`src/rtl/vector_serializer_pkg.sv`:
```
// Shared types and helpers for the vector serializer: lane index width,
// lane slice offset and the shifter state encoding.
package vector_serializer_pkg;

    typedef enum logic [0:0] {
        EMPTY = 1'b0,
        SHIFT = 1'b1
    } shift_state_e;

    function automatic int calc_lane_bits(input int lanes);
        return $clog2(lanes);
    endfunction

    function automatic int lane_lsb(input int lane, input int word_width);
        return lane * word_width;
    endfunction

endpackage

```
`src/rtl/vector_hold_buffer.sv`:
```
// One-entry registered vector buffer with a full flag. A load takes priority
// over an unload so a same-cycle refill keeps the buffer full.
module vector_hold_buffer
    import vector_serializer_pkg::*;
#(
    parameter int WIDTH = 288
) (
    input  logic             clock,
    input  logic             reset,
    input  logic             load,
    input  logic             unload,
    input  logic [WIDTH-1:0] data_in,
    output logic [WIDTH-1:0] data_out,
    output logic             full
);

    logic [WIDTH-1:0] data_r;
    logic             full_r;

    // Buffer storage and occupancy flag
    always_ff @(posedge clock) begin
        if (reset) begin
            data_r <= {WIDTH{1'b0}};
            full_r <= 1'b0;
        end else if (load) begin
            data_r <= data_in;
            full_r <= 1'b1;
        end else if (unload) begin
            full_r <= 1'b0;
        end else begin
            full_r <= full_r;
        end
    end

    assign data_out = data_r;
    assign full     = full_r;

endmodule

```
`src/rtl/vector_serializer.sv`:
```
// Packed-vector to word-stream serializer: a shifter presents lane 0 first,
// and a hold buffer keeps the next vector so vectors stream without gaps.
module vector_serializer
    import vector_serializer_pkg::*;
#(
    parameter int WORD_WIDTH = 36,
    parameter int LANES      = 8,
    parameter int LANE_BITS  = calc_lane_bits(LANES)
) (
    input  logic                        clock,
    input  logic                        reset,
    input  logic                        in_valid,
    output logic                        in_ready,
    input  logic [LANES*WORD_WIDTH-1:0] in_vector,
    output logic                        out_valid,
    input  logic                        out_ready,
    output logic [WORD_WIDTH-1:0]       out_word,
    output logic [LANE_BITS-1:0]        out_lane,
    output logic                        out_last
);

    localparam int VEC_W = LANES * WORD_WIDTH;
    localparam logic [LANE_BITS-1:0] LAST_LANE = LANE_BITS'(LANES - 1);

    shift_state_e         state_r, state_s;
    logic [VEC_W-1:0]     data_r, data_s;
    logic [LANE_BITS-1:0] lane_r, lane_s;
    logic                 last_r;

    logic [VEC_W-1:0]     hold_data_s;
    logic                 hold_full_s;
    logic                 hold_load_s;
    logic                 hold_unload_s;
    logic                 accept_s;
    logic                 handshake_s;

    assign in_ready    = !hold_full_s && !reset;
    assign accept_s    = in_valid && in_ready;
    assign out_valid   = (state_r == SHIFT);
    assign handshake_s = out_valid && out_ready;
    assign out_word    = data_r[lane_lsb(0, WORD_WIDTH) +: WORD_WIDTH];
    assign out_lane    = lane_r;
    assign out_last    = last_r;

    vector_hold_buffer #(
        .WIDTH (VEC_W)
    ) u_hold (
        .clock    (clock),
        .reset    (reset),
        .load     (hold_load_s),
        .unload   (hold_unload_s),
        .data_in  (in_vector),
        .data_out (hold_data_s),
        .full     (hold_full_s)
    );

    // Shifter next state and steering of accepted vectors
    always_comb begin
        state_s       = state_r;
        data_s        = data_r;
        lane_s        = lane_r;
        hold_load_s   = 1'b0;
        hold_unload_s = 1'b0;
        case (state_r)
            EMPTY: begin
                if (hold_full_s) begin
                    state_s       = SHIFT;
                    data_s        = hold_data_s;
                    lane_s        = {LANE_BITS{1'b0}};
                    hold_unload_s = 1'b1;
                end else if (accept_s) begin
                    state_s = SHIFT;
                    data_s  = in_vector;
                    lane_s  = {LANE_BITS{1'b0}};
                end else begin
                    state_s = EMPTY;
                end
            end
            SHIFT: begin
                if (handshake_s && (lane_r != LAST_LANE)) begin
                    data_s      = {{WORD_WIDTH{1'b0}}, data_r[VEC_W-1:lane_lsb(1, WORD_WIDTH)]};
                    lane_s      = lane_r + LANE_BITS'(1);
                    hold_load_s = accept_s;
                end else if (handshake_s) begin
                    // Last lane leaves: reload from hold first, then the input.
                    lane_s = {LANE_BITS{1'b0}};
                    if (hold_full_s) begin
                        data_s        = hold_data_s;
                        hold_unload_s = 1'b1;
                    end else if (accept_s) begin
                        data_s = in_vector;
                    end else begin
                        state_s = EMPTY;
                    end
                end else begin
                    hold_load_s = accept_s;
                end
            end
            default: begin
                state_s = EMPTY;
                lane_s  = {LANE_BITS{1'b0}};
            end
        endcase
    end

    // Shifter, lane counter and last-lane flag registers
    always_ff @(posedge clock) begin
        if (reset) begin
            state_r <= EMPTY;
            data_r  <= {VEC_W{1'b0}};
            lane_r  <= {LANE_BITS{1'b0}};
            last_r  <= 1'b0;
        end else begin
            state_r <= state_s;
            data_r  <= data_s;
            lane_r  <= lane_s;
            last_r  <= (state_s == SHIFT) && (lane_s == LAST_LANE);
        end
    end

endmodule

```
`config.mk`:
```
export PLATFORM = sky130hd
export DESIGN_NAME = vector_serializer
export DESIGN_NICKNAME = d
export VERILOG_FILES = /design/src/rtl/vector_serializer_pkg.sv /design/src/rtl/vector_hold_buffer.sv /design/src/rtl/vector_serializer.sv
export SDC_FILE = /design/constraint.sdc
export NUM_CORES = 1
export LEC_CHECK = 0
export CELL_PAD_IN_SITES_DETAIL_PLACEMENT = 1
export CELL_PAD_IN_SITES_GLOBAL_PLACEMENT = 2
export CORE_ASPECT_RATIO = 1.4
export CORE_MARGIN = 3
export CORE_UTILIZATION = 29
export DETAILED_ROUTE_END_ITERATION = 6
export HOLD_SLACK_MARGIN = 0.15
export PLACE_DENSITY = 0.86
export SLEW_MARGIN = 30
export SYNTH_ARGS = -nofsm -noshare
export SYNTH_HDL_FRONTEND = slang
export SYNTH_SLANG_ARGS = --single-unit
```
`constraint.sdc`:
```
create_clock -name clock -period 2.25 [get_ports clock]
set_clock_uncertainty 0.05 [all_clocks]
set_input_delay 0.45 -clock clock [delete_from_list [all_inputs] [get_ports clock]]
set_output_delay 0.45 -clock clock [all_outputs]
set_load 0.03 [all_outputs]
```
======== Word-level counts from Yosys, hierarchy flattened ========
Index checks and enable logic that the tools add are counted.
storage, ports and cells
  logic and storage cells ................. 43
  output and inout bits ................... 42
  input port bits ......................... 292
  register bits ........................... 582
operators by class
  equal/unequal tests ..................... 3
  muxes and demuxes ....................... 24
  reduce and logical (&&, ||, !) cells .... 8
  add/sub/neg operators ................... 1
  bitwise logic cells ..................... 1
operators by type and width
  cell                                           number
  2-to-1 mux 288 bit                             4
  case mux 288 bit (2 select lines)              1
  2-to-1 mux 1 bit                               12
  2-to-1 mux 3 bit                               4
  case mux 3 bit (2 select lines)                1
  logical AND 1 bit                              5
  case mux 1 bit (2 select lines)                2
  adder 3 x 1 -> 3 bit, second input constant    1
  == test 3 bit, second input constant           1
  != test 3 x 1 -> 1 bit, second input constant  1
  != test 3 bit, second input constant           1
  zero test 1 bit                                2
  nonzero test 2 bit                             1
  inverter 1 bit                                 1

======== Depth between registers and ports, before layout ========
  word-level depth ........................ 9
  gate-level depth with buffers ........... 10
  gate-level depth less buffers ........... 6

======== Modules after synthesis ========
Synthesis repeated with hierarchy kept, for this count alone.
second synthesis, totals
  cells, all modules ...................... 3,473
  area total of the unflattened synthesis .. 29,413.2 um2
modules (own cells, without submodules)
  module              area each (um2)  times used  cells an instance  sequential area each (um2)
  vector_serializer   19,185.9         1           2,541              5,865.6
  vector_hold_buffer  10,227.3         1           932                5,785.5

======== Least setup slack after synthesis ========
No wires, ideal clock.
  path kind ............................... register to register
  start ................................... register lane_r[0], in the netlist out_lane[0]
  end ..................................... register u_hold.data_r[238], in the netlist u_hold.data_out[238]
  cell stages (with the launch flop) ...... 11
  arrival ................................. 2.122 ns
  required time ........................... 2.068 ns
  path slack .............................. -0.054 ns
  buffers on the path ..................... 4
  period minus slack after synthesis ...... 2.304 ns
  library setup time ...................... 0.132 ns
  cells stage by stage .................... dfxtp_1 ha_1 ha_1 buf_2 a21bo_1 or2_1 buf_2 buf_4 buf_2 nand2_1 a21oi_1
on the way
  word-level cells in the longest chain between the ends .. 4
ends and longest elaborated chain
  element                 RTL line                  text
  start, declared         vector_serializer.sv:27   logic [LANE_BITS-1:0] lane_r, lane_s;
  start signal, assigned  vector_serializer.sv:111  lane_r <= {LANE_BITS{1'b0}};
  start signal, assigned  vector_serializer.sv:116  lane_r <= lane_s;
  != test 3 bit           vector_serializer.sv:80   if (handshake_s && (lane_r != LAST_LANE)) begin
  logical AND 1 bit       vector_serializer.sv:80
  2-to-1 mux 1 bit        vector_serializer.sv:80
  2-to-1 mux 1 bit        vector_serializer.sv:64   case (state_r)
  end signal, assigned    vector_hold_buffer.sv:23  data_r <= {WIDTH{1'b0}};
  end signal, assigned    vector_hold_buffer.sv:26  data_r <= data_in;
  end, declared           vector_hold_buffer.sv:17  logic [WIDTH-1:0] data_r;
No other way between the ends.
A chain may end at the register's enable or synchronous reset.

======== Final worst setup path ========
  start ................................... register data_r[21]
  end ..................................... output port out_word[21]
RTL lines
  element                 RTL line                  text
  start, declared         vector_serializer.sv:26   logic [VEC_W-1:0] data_r, data_s;
  start signal, assigned  vector_serializer.sv:110  data_r <= {VEC_W{1'b0}};
  start signal, assigned  vector_serializer.sv:115  data_r <= data_s;
  end, declared           vector_serializer.sv:17   output logic [WORD_WIDTH-1:0] out_word,
No word-level cell between the ends.

==> results.md <==
Outcome:
- The run finished with clean final reports.

Power:
- In this run the power density over the cells is 760 nW/um^2.
- The cell leakage power is 13.0 nW.
- VDD sags by at most between 0.0005 and 0.0006 V.

Setup path:
- The worst setup path is launched from a register.
- Traced cell by cell, the critical path runs through clkdlybuf4s50_1.
- Along the worst path, the maximum fanout reaches 3.
- The kind of critical path is reg -> out.
- For flop-to-flop paths, the worst setup slack is 0.08 ns.
- The launch point of the worst reg-to-reg path is out_lane[1].
- The buffer and inverter count on the worst path is 1.
- The worst-case reg-to-reg path depth is 9.
- On the critical path, the stage with the largest delay is an instance of sky130_fd_sc_hd__clkdlybuf4s50_1.
- The arrival time reported for the critical path endpoint is 1.69 ns.
- The critical path's top delay family is buffers and inverters.
- The end of the worst register-to-register path is data_r[14].
- The worst setup path is captured at an output port.
- The required arrival time at the worst endpoint is 1.75 ns.
- The largest single stage delay on the critical path is 0.70 ns.

Yosys:
- Synthesis instantiated 33 different standard cells from the library.
- In this run the mean area of a mapped cell was 7.30 sq um.
- The synthesized net count is 4082.
- For this run, the register share of the synthesized area comes to 42.2%.
- Summed over its instances, the top area cell type makes up 42.2% of the synthesized netlist area.
- The most used flip-flop cell after synthesis is sky130_fd_sc_hd__dfxtp_1.
- Yosys mapped a number of flops with a built-in enable equal to 0.
- Ranked by total cell area, the synthesized netlist is headed by sky130_fd_sc_hd__dfxtp_1, sky130_fd_sc_hd__nand2_1, sky130_fd_sc_hd__a21oi_1, sky130_fd_sc_hd__o21ai_0, sky130_fd_sc_hd__a221oi_1.
- The cell count after synthesis came out at 3788.
- Yosys printed 0 warnings.
- Of all flip-flops after synthesis, the portion carrying an async set or reset was 0%.
- Yosys instantiated no cell more often than sky130_fd_sc_hd__nand2_1.
- The post-synthesis instance area is 27600 sq um.
- The register bit total from synthesis is roughly 580.
- By count the netlist is led by sky130_fd_sc_hd__nand2_1, sky130_fd_sc_hd__dfxtp_1, sky130_fd_sc_hd__a21oi_1, sky130_fd_sc_hd__o21ai_0, sky130_fd_sc_hd__nor2_1.
- Summed over all instances, the cell type with the most area after synthesis is sky130_fd_sc_hd__dfxtp_1.

Route:
- Wires add up to around 120000 um.
- Dividing the detail-routed wire length by the instance count gives 23.4 um.
- The first detailed-routing pass took 7 iterations.
- The detailed-routing wirelength on met1 is 50500 um.
- Detailed routing inserted a total of 28.7k vias.
- Summed over all nets, wire length on met3 after detailed routing comes to between 4000 and 5000 um.
- The violation count after the first detailed-route iteration is 1944.
- The count of nets left with antenna violations once routing finished came out at 0.
- In the routed layout, each cell is associated on average with a via count of 5.52.
- The highest signal layer in the routed design is met5.
- Wire segments on met2 add up to 60700 um in the final route.
- The count of unresolved DRC violations after routing is 0.

Global routing:
- The overall fraction of global-route tracks in use is 23.2%.
- Summed over all layers, the global routing overflow is 0.
- The first global-routing pass estimated 178000 um of wire.
- The via count of the first global-routing pass is slightly below 30k.
- Entering global routing, the biggest net connects 159 pins.
- The number of antenna violations at the first check in global routing is 13.

Clocking:
- The number of clock sinks seen by CTS is about 580.
- TritonCTS built the clock tree.
- The clock network latency to the later pin of the worst-skew pair is 0.61 ns.
- The longest clock path from root to sink contains 3 buffers.
- The clock slew at the register clock pins of the worst setup and hold paths is ~0.060 ns.
- The cell chosen for the clock root is sky130_fd_sc_hd__clkbuf_16.
- In this run the number of H-tree levels came out at 3.
- Counting the buffers created by CTS gives 66.

Timing:
- For the pin with the worst max-slew slack, the measured transition is roughly 0.94 ns.
- The setup-violating endpoint count in the final report is 0.
- Of the available clock period, the critical path in the final layout requires 97.2%.
- The headroom to the max-slew limit is a little under two fifths.
- The worst hold slack is 0.213 ns.
- The final hold violation count is 0.
- The worst path setup slack after routing is 0.0620 ns.
- Based on the critical path, the design can be clocked at up to approximately 460 MHz.
- The max-slew violation count came to 0.
- The minimum clock period after layout is ~2.2 ns.

Floorplanning:
- The number of top-level pins is 334.
- In this run the core area contains 133 standard-cell rows.
- Measured along the y axis, the die boundary spans 371 um.
- The die covers 99100 sq um.
- The area inside the core boundary is around 94000 sq um.
- For this configuration, the core starts out at a cell density of 29.3%.
- The die outline width is 267 um.

Finish:
- Compared with the post-synthesis result, the final layout area differs by 27.1%.
- After the last flow step, the layout net total stands at 4217.
- For this run, the number of standard cells in the final layout without fillers is 5189.
- The share of the core filled with cells in the final layout is 37.3%.
- In the final layout, the share of cells above drive strength 1 is 7.29%.

Hold path:
- The min-delay analysis places its worst path in the category in -> reg.
- The hold path depth is 4.
- The startpoint identified for the worst hold timing path is out_ready.
- The path with the worst hold slack has its endpoint at out_lane[0].

Place:
- Once detailed placement completed, the half-perimeter wirelength came to 80800 um.
- The routability-driven placement congestion ratio is 0.832.
- The number of instances in the placed design is 5053.
- Before CTS, the worst setup slack after placement is -0.271 ns.
- The count of port buffers added during placement is approximately 330.

Job:
- The number of max-cap violations is 0.
-- cells in the final DEF, fill, tap and decap left out, drive strengths merged --
cell type        n
o21ai          506
or3b             1
dlymetal6s2s     4
dfxtp          582
or2              2
dlygate4sd2     19
and3           251
diode            7
clkinv           9
nand2b           3
inv              7
nand4b           1
a211oi          37
mux2i            1
clkbuf         104
bufinv           4
o22ai            1
nand2          830
mux2             1
nor3             2
clkdlybuf4s50  306
nor2           295
o221ai          36
a21oi          544
dlygate4sd3      1
ha               2
nor2b            2
a21bo            1
buf            162
a221oi         252
nand3            1
-- worst reg2reg max path: cells and delay by family, from the launching register on --
family	cells	cell delay (ns)
adder cells (fa/ha/maj)	2	0.41
flip-flops	1	0.33
buffers and inverters	3	0.53
AND/OR/NAND/NOR	2	0.38
AO/OA/AOI/OAI	2	0.37
-- kinds of logic after synthesis --
| logic type | share of synthesized area (%) |
|---|---|
| muxes | 0.0769 |
| adders and majority gates | 0.0905 |
| DFF | 42.2 |
| buffers and inverters | 7.16 |
| and+or+nand+nor | 21.3 |
| AOI/OAI and AO/OA | 29.2 |
-- worst max path at each step --
stage / endpoint / cells after the start / start / slack (ns)
2_1_floorplan: u_hold.data_out[238] / 10 / out_lane[1] / 0.007
3_3_place_gp: data_r[250] / 7 / in_valid / -0.19
3_5_place_dp: data_r[7] / 7 / in_valid / -0.27
4_1_cts: out_word[21] / 1 / data_r[21] / 0.0003
5_1_grt: data_r[83] / 9 / out_lane[1] / -0.0007
6_report: out_word[21] / 1 / data_r[21] / 0.06
-- stage by stage --
| step | TNS (ns) | cell area, sq um | total power [mW] |
|---|---|---|---|
| after detailed placement | -79.52 | 32600 | 15.6 |
| after global routing | -0.000672 | 35100 | 27.8 |
| after floorplan | 0 | 27600 | 13.6 |
| final | 0 | 35100 | 26.7 |
| after global placement | -67.67 | 32600 | 15.6 |
| after CTS | 0 | 34700 | 26.9 |
-- cell type report --
type | instances | area, sq um
fill | 11300 | 59100
antenna | 7 | 17.5
timing repair buffer | 501 | 5670
clock inverter | 17 | 226
sequential | 582 | 11700
multi-input combinational | 2769 | 14100
tap | 1215 | 1520
inverter | 3 | 18.8
clock buffer | 95 | 1940
-- metal layers --
| layer | up-vias | global-route usage [%] |
|---|---|---|
| met3 | 216 | 2.61 |
| met2 | 687 | 41.1 |
| li1 | 13600 | - |
| met1 | 14200 | 28.0 |
| met4 | 2 | 10.7 |
| met5 | - | 0 |
-- state kept, by name, summed over array words and instances, names as in the netlist --
name and flops:
u_hold.full 1, u_hold.data_out 288, out_last 1, data_r 288, out_valid 1, out_lane 3
-- power by group --
group          internal, mW  switching [mW]  total, mW
Combinational          1.76            2.47       4.22
Sequential             10.9           0.446       11.3
Clock                  6.48            4.69       11.2
Total                  19.1            7.60       26.7
-- what timing repair did --
| item | in CTS | in global routing |
|---|---|---|
| pin swaps | 0 | 31 |
| gates cloned | 0 | 9 |
| hold buffers | 1 | 0 |
| setup buffers | 0 | 7 |
| setup endpoints to repair | 24 | 289 |
| endpoints found under the hold margin | 1 | 0 |
| resized for setup | 21 | 25 |
No activity file was read; power rests on OpenSTA's default activity.
